$ cat src/rtl/simt_stack_if.sv
// Request/response channel between an issue unit and the SIMT reconvergence stack.
interface simt_stack_if #(
  parameter int THREADS_PER_BLOCK     = 4,
  parameter int PROGRAM_MEM_ADDR_BITS = 8
);
  localparam int TPB = THREADS_PER_BLOCK;
  localparam int PCW = PROGRAM_MEM_ADDR_BITS;

  logic           req_valid;
  logic           req_ready;
  logic           req_type;
  logic [PCW-1:0] req_pc;
  logic [TPB-1:0] taken_mask;
  logic [PCW-1:0] taken_pc;
  logic [PCW-1:0] not_taken_pc;
  logic [PCW-1:0] reconv_pc;
  logic           resp_valid;
  logic [PCW-1:0] resp_pc;
  logic           resp_error;

  modport master (
    output req_valid, req_type, req_pc, taken_mask, taken_pc, not_taken_pc, reconv_pc,
    input  req_ready, resp_valid, resp_pc, resp_error
  );

  modport slave (
    input  req_valid, req_type, req_pc, taken_mask, taken_pc, not_taken_pc, reconv_pc,
    output req_ready, resp_valid, resp_pc, resp_error
  );
endinterface

$ cat src/rtl/simt_stack.sv
// SIMT divergence/reconvergence stack: branches push {mask,pc} pairs, syncs pop them.
module simt_stack #(
  parameter int THREADS_PER_BLOCK     = 4,
  parameter int STACK_DEPTH           = 4,
  parameter int PROGRAM_MEM_ADDR_BITS = 8
) (
  input  logic                              clk,
  input  logic                              reset,
  input  logic                              start,
  input  logic [$clog2(THREADS_PER_BLOCK):0] thread_count,
  simt_stack_if.slave                       bus,
  output logic [THREADS_PER_BLOCK-1:0]      active_mask,
  output logic [$clog2(STACK_DEPTH):0]      stack_depth,
  output logic                              overflow
);
  localparam int TPB = THREADS_PER_BLOCK;
  localparam int PCW = PROGRAM_MEM_ADDR_BITS;
  localparam int AW  = $clog2(STACK_DEPTH);
  localparam int DW  = AW + 1;

  typedef struct packed {
    logic [TPB-1:0] mask;
    logic [PCW-1:0] pc;
  } entry_t;

  typedef enum logic [1:0] {IDLE, PUSH2, RESP} state_t;

  state_t         state, nxt;
  entry_t         stack [STACK_DEPTH];
  entry_t         top, push_entry;
  logic [TPB-1:0] init_mask, t_mask, nt_mask;
  logic [TPB-1:0] pend_t, pend_nt;
  logic [PCW-1:0] pend_tpc, pend_ntpc;
  logic           accept, fits, div, div_ok, push_en;

  for (genvar i = 0; i < TPB; i++) begin : g_lane
    assign init_mask[i] = int'(thread_count) > i;
  end

  assign t_mask  = bus.taken_mask & active_mask;
  assign nt_mask = active_mask & ~bus.taken_mask;

  assign bus.req_ready  = (state == IDLE) && !start;
  assign bus.resp_valid = (state == RESP);

  assign accept = bus.req_valid && bus.req_ready;
  assign fits   = stack_depth <= DW'(STACK_DEPTH - 2);
  assign div    = !bus.req_type && (|t_mask) && (|nt_mask);
  assign div_ok = div && fits;

  // A divergent branch spends two cycles writing the single-ported stack:
  // the reconvergence entry on accept, then the not-taken entry in PUSH2.
  assign push_en    = !start && ((accept && div_ok) || (state == PUSH2));
  assign push_entry = (state == PUSH2) ? entry_t'{pend_nt, pend_ntpc}
                                       : entry_t'{active_mask, bus.reconv_pc};
  assign top        = stack[AW'(stack_depth - DW'(1))];

  always_ff @(posedge clk or negedge reset) begin
    if (!reset) state <= IDLE;
    else        state <= nxt;
  end

  always_comb begin
    nxt = state;
    case (state)
      IDLE:    if (accept) nxt = div_ok ? PUSH2 : RESP;
      PUSH2:   nxt = RESP;
      RESP:    nxt = IDLE;
      default: nxt = IDLE;
    endcase
    if (start) nxt = IDLE;
  end

  always_ff @(posedge clk) begin
    if (push_en) stack[AW'(stack_depth)] <= push_entry;
  end

  always_ff @(posedge clk or negedge reset) begin
    if (!reset) begin
      active_mask    <= '0;
      stack_depth    <= '0;
      overflow       <= 1'b0;
      bus.resp_pc    <= '0;
      bus.resp_error <= 1'b0;
      pend_t         <= '0;
      pend_nt        <= '0;
      pend_tpc       <= '0;
      pend_ntpc      <= '0;
    end else if (start) begin
      active_mask <= init_mask;
      stack_depth <= '0;
      overflow    <= 1'b0;
    end else if (accept) begin
      bus.resp_error <= 1'b0;
      if (bus.req_type) begin
        if (stack_depth != '0) begin
          active_mask <= top.mask;
          bus.resp_pc <= top.pc;
          stack_depth <= stack_depth - DW'(1);
        end else begin
          bus.resp_pc <= bus.req_pc + PCW'(1);
        end
      end else if (nt_mask == '0) begin
        bus.resp_pc <= bus.taken_pc;
      end else if (t_mask == '0) begin
        bus.resp_pc <= bus.not_taken_pc;
      end else if (fits) begin
        // Response registers keep the previous answer until PUSH2 completes.
        stack_depth <= stack_depth + DW'(1);
        pend_t      <= t_mask;
        pend_nt     <= nt_mask;
        pend_tpc    <= bus.taken_pc;
        pend_ntpc   <= bus.not_taken_pc;
      end else begin
        bus.resp_pc    <= bus.not_taken_pc;
        bus.resp_error <= 1'b1;
        overflow       <= 1'b1;
      end
    end else if (state == PUSH2) begin
      stack_depth    <= stack_depth + DW'(1);
      active_mask    <= pend_t;
      bus.resp_pc    <= pend_tpc;
      bus.resp_error <= 1'b0;
    end
  end
endmodule

$ cat src/flat_wrapper.sv
// flat-port wrapper written by rule: the top's interface ports become plain ports
module simt_stack_flat 
#(
  parameter int THREADS_PER_BLOCK     = 4,
  parameter int STACK_DEPTH           = 4,
  parameter int PROGRAM_MEM_ADDR_BITS = 8
)
  (clk, reset, start, thread_count, active_mask, stack_depth, overflow, bus_req_valid, bus_req_type, bus_req_pc, bus_taken_mask, bus_taken_pc, bus_not_taken_pc, bus_reconv_pc, bus_req_ready, bus_resp_valid, bus_resp_pc, bus_resp_error);
  simt_stack_if #(.THREADS_PER_BLOCK(THREADS_PER_BLOCK), .PROGRAM_MEM_ADDR_BITS(PROGRAM_MEM_ADDR_BITS)) bus_i ();
  input  logic clk;
  input  logic reset;
  input  logic start;
  input  logic [$clog2(THREADS_PER_BLOCK):0] thread_count;
  output logic [THREADS_PER_BLOCK-1:0] active_mask;
  output logic [$clog2(STACK_DEPTH):0] stack_depth;
  output logic overflow;
  input wire logic [$bits(bus_i.req_valid)-1:0] bus_req_valid;
  input wire logic [$bits(bus_i.req_type)-1:0] bus_req_type;
  input wire logic [$bits(bus_i.req_pc)-1:0] bus_req_pc;
  input wire logic [$bits(bus_i.taken_mask)-1:0] bus_taken_mask;
  input wire logic [$bits(bus_i.taken_pc)-1:0] bus_taken_pc;
  input wire logic [$bits(bus_i.not_taken_pc)-1:0] bus_not_taken_pc;
  input wire logic [$bits(bus_i.reconv_pc)-1:0] bus_reconv_pc;
  output wire logic [$bits(bus_i.req_ready)-1:0] bus_req_ready;
  output wire logic [$bits(bus_i.resp_valid)-1:0] bus_resp_valid;
  output wire logic [$bits(bus_i.resp_pc)-1:0] bus_resp_pc;
  output wire logic [$bits(bus_i.resp_error)-1:0] bus_resp_error;
  assign bus_i.req_valid = bus_req_valid;
  assign bus_i.req_type = bus_req_type;
  assign bus_i.req_pc = bus_req_pc;
  assign bus_i.taken_mask = bus_taken_mask;
  assign bus_i.taken_pc = bus_taken_pc;
  assign bus_i.not_taken_pc = bus_not_taken_pc;
  assign bus_i.reconv_pc = bus_reconv_pc;
  assign bus_req_ready = bus_i.req_ready;
  assign bus_resp_valid = bus_i.resp_valid;
  assign bus_resp_pc = bus_i.resp_pc;
  assign bus_resp_error = bus_i.resp_error;
  simt_stack #(.THREADS_PER_BLOCK(THREADS_PER_BLOCK), .STACK_DEPTH(STACK_DEPTH), .PROGRAM_MEM_ADDR_BITS(PROGRAM_MEM_ADDR_BITS)) u_core (.clk(clk), .reset(reset), .start(start), .thread_count(thread_count), .bus(bus_i), .active_mask(active_mask), .stack_depth(stack_depth), .overflow(overflow));
endmodule
$ cat config.mk
export PLATFORM = sky130hd
export DESIGN_NAME = simt_stack_flat
export DESIGN_NICKNAME = d
export VERILOG_FILES = /design/src/rtl/simt_stack_if.sv /design/src/rtl/simt_stack.sv /design/src/flat_wrapper.sv
export SDC_FILE = /design/constraint.sdc
export NUM_CORES = 1
export LEC_CHECK = 0
export ABC_CLOCK_PERIOD_IN_PS = 2900
export CORE_UTILIZATION = 49
export DETAILED_ROUTE_END_ITERATION = 7
export GPL_TIMING_DRIVEN = 0
export PLACE_DENSITY_LB_ADDON = 0.2
export SETUP_SLACK_MARGIN = 0.05
export SYNTH_ARGS = -nofsm -noshare
export SYNTH_HDL_FRONTEND = slang
export SYNTH_SLANG_ARGS = --single-unit
export TNS_END_PERCENT = 5
$ cat constraint.sdc
create_clock -name clk -period 2.9 [get_ports clk]
set_input_delay 0.58 -clock clk [delete_from_list [all_inputs] [get_ports clk]]
set_output_delay 0.58 -clock clk [all_outputs]
set_load 0.02 [all_outputs]
**After elaboration in Yosys (flattened, before gate mapping)**

Memories as Yosys holds them, arrays and structs flattened.
Cells that the tools add are included.

- Logic and storage cells: 104
- Memories kept: 1
- Output and inout bits: 19
- Bits in writable memories: 48
- Bits of input ports: 44
- Flip-flop bits (word level): 43

Memory list:

| memory | depth | width | rd ports | clocked after Yosys merged registers in | wr ports | line | source |
|---|---|---|---|---|---|---|---|
| u_core.stack | 4 | 12 | 1 | 0 | 1 | simt_stack.sv:29 | `entry_t stack [STACK_DEPTH];` |

- Bitwise logic cells: 7
- Add/sub/neg operators: 3
- Equality and inequality tests: 14
- Order comparisons: 5
- Mux-type cells: 39
- Reduce and logical (&&, ||, !) cells: 25

Operators with widths:

| cell | count |
|---|---|
| $mux 8 | 7 |
| $mux 3 | 8 |
| $mux 4 | 5 |
| $ne 4x4->1 const B | 4 |
| $mux 1 | 14 |
| $mux 12 | 1 |
| $reduce_and 5->1 | 2 |
| $add 8x1->8 const B | 1 |
| $and 4x4->4 | 2 |
| $logic_not 4->1 | 2 |
| $ne 2x2->1 const B | 4 |
| $reduce_or 4->1 | 2 |
| $logic_and 1x1->1 | 7 |
| $gt 3x1->1 const B | 2 |
| $gt 3x2->1 const B | 2 |
| $mux 2 | 3 |
| $ne 3x3->1 const B | 2 |
| $reduce_and 3->1 | 2 |
| $reduce_and 6->1 | 1 |
| $reduce_bool 3->1 | 2 |
| $ne 5x5->1 const B | 1 |
| $not 1->1 | 4 |
| $not 4->4 | 1 |
| $pmux 2 s2 | 1 |
| 11 further kinds | 13 |

**Logic depth before layout (Yosys ltp)**

- Depth in word-level cells: 10
- Gate-level depth with buffers: 11

**Least setup slack after synthesis**

OpenSTA, ideal clock, no wires.

- Path type: register -> register
- Start point: reg u_core.stack_depth[0]
- End point: mem u_core.stack[0][0] (netlist name), enable pin
- Data required time: 2.518 ns
- Cell stages (with the launch flop): 11
- Path slack: 0.031 ns
- Period minus slack after synthesis: 2.869 ns
- Arrival time: 2.488 ns
- Path buffers: 3
- Path through: dfrtp_1 > buf_2 > buf_2 > inv_1 > ha_1 > inv_1 > a21oi_1 > nand4_4 > buf_6 > o21a_1 > nor2b_1

- Word-level cells in the longest chain between the ends: 7

Ends and longest elaborated chain:

| item | line | source |
|---|---|---|
| start: declaration | simt_stack.sv:13 | `output logic [$clog2(STACK_DEPTH):0] stack_depth,` |
| start signal: assignment | simt_stack.sv:99 | `stack_depth <= stack_depth - DW'(1);` |
| start signal: assignment | simt_stack.sv:109 | `stack_depth <= stack_depth + DW'(1);` |
| start signal: assignment | simt_stack.sv:120 | `stack_depth <= stack_depth + DW'(1);` |
| $le 3x2->1 | simt_stack.sv:47 | `assign fits = stack_depth <= DW'(STACK_DEPTH - 2);` |
| $logic_and 1x1->1 | simt_stack.sv:49 | `assign div_ok = div && fits;` |
| $logic_and 1x1->1 | simt_stack.sv:53 | `assign push_en = !start && ((accept && div_ok) \|\| (state == PUSH2));` |
| $logic_or 1x1->1 | simt_stack.sv:53 |  |
| $logic_and 1x1->1 | simt_stack.sv:53 |  |
| $mux 1 | simt_stack.sv:75 | `if (push_en) stack[AW'(stack_depth)] <= push_entry;` |
| $mux 1 (not written as such) | simt_stack.sv:75 |  |
| end: declaration | simt_stack.sv:29 |  |

Parallel ways exist; a longest one is shown, timed or not.

**Worst setup path after layout**

- Start point: reg u_core.stack_depth[0]
- End point: reg u_core.bus.resp_pc[6]

- Word-level cells in the longest chain between the ends: 5

Ends and longest elaborated chain:

| item | line | source |
|---|---|---|
| $sub 3x1->3 | simt_stack.sv:56 | `assign top = stack[AW'(stack_depth - DW'(1))];` |
| $mem_v2 4x12 | - |  |
| $mux 8 | simt_stack.sv:96 | `if (stack_depth != '0) begin` |
| $mux 8 | simt_stack.sv:95 | `if (bus.req_type) begin` |
| $mux 8 | simt_stack.sv:93 | `end else if (accept) begin` |
| end signal: assignment | simt_stack.sv:98 | `bus.resp_pc <= top.pc;` |
| end signal: assignment | simt_stack.sv:101 | `bus.resp_pc <= bus.req_pc + PCW'(1);` |
| end signal: assignment | simt_stack.sv:104 | `bus.resp_pc <= bus.taken_pc;` |
| end: declaration | simt_stack_if.sv:28 | `output req_ready, resp_valid, resp_pc, resp_error` |

Parallel ways exist; a longest one is shown, timed or not.
A chain may end at the register's enable or synchronous reset.

==> metrics.md <==
| Metric | Value |
|---|---|
| Status | complete, no violations |
| Starting DRC count in detailed routing | around 110 |
| Ys flop type | edfxtp_1 |
| Mapped cell area | around 4300 um^2 |
| Register area share after synthesis | 58.4% |
| Cts bufs inserted | 9 |
| Final std cells w/o fill | between 500 and 600 |
| Post-synth EDFFs | 48 |
| Aggregate routed wire length | 10.4 mm |
| Buf/Inv on CP | 4 |
| Worst path required time | around 3.2 ns |
| RSZ-0062 raised after global routing | true |
| Number of max-cap violations | 0 |
| HPWL after detailed placement | roughly 7.3 mm |
| Row count | 33 |
| CORE AREA | approximately 8400 um^2 |
| Worst-path fanout max | 10 |
| Total number of vias | roughly 3000 |
| Die area | a little over 9000 um^2 |
| Vias in the first global route | around 3200 |
| DRT antenna net count | 0 |
| Ys Warns | 0 |
| Yosys top cell by area | edfxtp_1 |
| Critical-path cell list | buf_2 > buf_6 > inv_1 > ha_1 > clkbuf_4 > mux4_2 > a32oi_1 > o21ai_0 > o22a_1 |
| Placed insts | roughly 510 |
| Max clock buf depth | 2 |
| Chip height | between 90 and 100 um |
| FF-to-FF End | u_core.bus.resp_pc[6]$_DFFE_PN0P_ |
| WS Path Type | flop to flop |
| Crit path capture type | flop |
| Slew Limit Headroom | about two fifths |
| Final hold violations | 0 |
| Reg2reg path depth | 9 |
| CP delay by family, top | buffers and inverters |
| CTS tree | done |
| DIE WIDTH | ~96 um |
| Worst-path clk slew | 0.09 ns |
| Worst hold slack | 0.127 ns |
| Pwr/cell area | approximately 650 nW/um^2 |
| Post-synth top area share | about a third |
| Wire per inst | 19.8 um |
| Fmax | roughly 370 MHz |
| Final setup TNS | 0 ns |
| Critical path depth | 9 |
| Slowest CP cell | dfrtp_1 |
| Worst setup SP type | flop |
| GRT Util Overall | between 20% and 30% |
| First-pass GRT wire length | approximately 16 mm |
| CTS H-Tree Depth | 3 |
| Clock sink total | between 90 and 100 |
| Share of layout cells above drive strength 1 | between 10% and 20% |
| CP peak stage delay | approximately 0.43 ns |
| P&R area growth vs syn | 24.7% |
| Worst-case clock skew | 0.00695 ns |
| Antenna violations before repair | 0 |
| Clk_lat worst skew | ~0.36 ns |
| Antenna fix cells | 0 |
| Worst EP arrival | about 3.0 ns |
| Synthesis-stage register bit count | 91 |
| Clock period minus worst slack | approximately 2.7 ns |
| Avg Synthesized Cell Area | 12.8 um^2 |
| Largest net degree at the start of global routing | 30 |
| Post-detailed-route DRC marker count | 0 |
| Worst-margin pin slew | a little under 0.9 ns |
| Vias per inst | approximately 5.7 |
| DRT Pass-1 Iters | 4 |
| Synth Instances | 338 |
| Total Power | roughly 3.5 mW |
| Crit Reg-Reg Startpoint | u_core.stack_depth[0]$_DFFE_PN0P_ |
| Nets | between 400 and 500 |
| I/O pin total | 63 |
| Ys async rst share | between 40% and 50% |
| Leak pwr | about 2 nW |
| Top cells by area, synth | edfxtp_1 33%, dfrtp_1 25%, mux4_2 6.3%, nand2_1 5.4%, mux2_2 5.2% |
| Final slew viol count | 0 |
| Cts hold-fix bufs | 0 |
| HP Class | input pin to async pin |
| Overflow after GRT | 0 |
| Post-synth net total | approximately 390 |
| Initial Util | about half |
| I/O Buffers | around 60 |
| Count of cell types in the netlist | 50 |
| Final setup vio count | 0 |
| Final period util | ~94% |
| GP Congestion | about 0.84 |
| Maximum vdd ir drop | ~370 uV |
| CTS Root Cell | clkbuf_8 |
| Flop-to-flop setup slack | ~0.17 ns |
==> flip-flops by register name, summed over array words and instances (netlist names), 2 cells and up <==
name	cells
u_core.pend_tpc	8
u_core.stack	48
u_core.bus.resp_pc	8
u_core.pend_t	4
u_core.stack_depth	3
u_core.pend_ntpc	8
u_core.pend_nt	4
u_core.active_mask	4
u_core.state	2
==> layout make-up <==
type / instances / area [um^2]
clock buffers: 9 / 124
multi-input cells: 223 / 1710
inverters: 6 / 22.5
flip-flops and latches: 91 / 2520
clock inverters: 7 / 73.8
plain buffers: 18 / 110
well taps: 105 / 131
fillers: 653 / 3010
repair buffers: 65 / 686
==> cells in the final DEF (no fill, tap or decap), types with 2 or more instances in the layout <==
cell,count
nand2b_1,5
clkbuf_8,9
inv_1,6
nor2_1,10
xnor2_1,2
a21oi_2,2
clkdlybuf4s50_1,60
mux2_2,20
buf_1,2
nand2_1,62
o21ai_0,17
o2111ai_1,2
ha_1,6
buf_6,4
mux2_4,3
and3_1,2
a21oi_1,16
inv_6,2
xor2_1,4
buf_12,4
nor2b_1,7
o22a_1,5
clkinv_4,2
and2_1,3
a32oi_1,2
a221oi_1,3
edfxtp_1,48
mux2i_1,5
nor2b_4,3
o22ai_1,3
buf_2,5
clkbuf_1,6
nand3_1,7
mux4_2,12
dfrtp_1,43
==> synth_stat cells (3+ instances only) <==
cell and count:
mux2_4 3, buf_2 5, o21ai_0 17, mux2_2 20, a221oi_1 3, edfxtp_1 48
xor2_1 4, mux4_2 12, o22ai_1 3, o22a_1 5, nand2_1 62, clkbuf_1 7
nand3_1 7, dfrtp_1 43, nand2b_1 5, and2_1 3, buf_6 3, inv_1 6
a21oi_1 17, mux2i_1 5, ha_1 6, nor2_1 11, nor2b_1 10
==> per-stage QoR <==
step / area, um^2 / setup slack (ns) / util, %
6_report: 5380 / 0.169 / 64.1
3_5_place_dp: 5070 / -0.781 / 60.5
4_1_cts: 5370 / 0.0733 / 64.0
3_3_place_gp: 5050 / -0.739 / 60.3
5_1_grt: 5380 / 0.00869 / 64.1
2_1_floorplan: 4310 / 0.0306 / -
==> where the power goes <==
part | switching [mW] | internal [mW] | total (mW)
combinational | 0.444 | 0.472 | 0.916
sequential | 0.134 | 1.59 | 1.73
clock | 0.463 | 0.403 | 0.867
==> cell families after synthesis <==
family | count (synthesis) | share of synthesized area (%)
xor gates and xnor gates | 6 | 1.22
muxes | 40 | 13.7
and+or+nand+nor | 111 | 13.2
DFF | 91 | 58.4
buffers and inverters | 24 | 2.84
adders and majority gates | 6 | 1.74
AOI/OAI and AO/OA | 60 | 8.88
==> how the worst max path moves through the flow <==
stage                                       from                                end  slack [ns]
2_1_floorplan  u_core.stack_depth[0]$_DFFE_PN0P_       u_core.stack[0][0]$_DFFE_PP_        0.03
3_3_place_gp                       bus_req_valid       u_core.stack[3][7]$_DFFE_PP_       -0.74
4_1_cts        u_core.stack_depth[0]$_DFFE_PN0P_  u_core.bus.resp_pc[6]$_DFFE_PN0P_        0.07
6_report       u_core.stack_depth[0]$_DFFE_PN0P_  u_core.bus.resp_pc[6]$_DFFE_PN0P_        0.17
3_5_place_dp                       bus_req_valid       u_core.stack[3][7]$_DFFE_PP_       -0.78
5_1_grt        u_core.stack_depth[0]$_DFFE_PN0P_       u_core.stack[0][0]$_DFFE_PP_       0.009
==> per-layer routing <==
metal,wire length [um],vias up,global-route usage (%)
met3,454,16,3.79
met4,210,0,10.9
li1,-,1403,-
met2,5340,87,42.7
met5,0,-,0
met1,4390,1500,31.4
==> repair_timing <==
action | 4_1_cts | 5_1_grt
endpoints found under the setup margin | 57 | 20
buffers inserted | 3 | 0
gates resized for setup | 13 | 2
pin swaps | 1 | 0
Power figures use the tool's default switching activity.
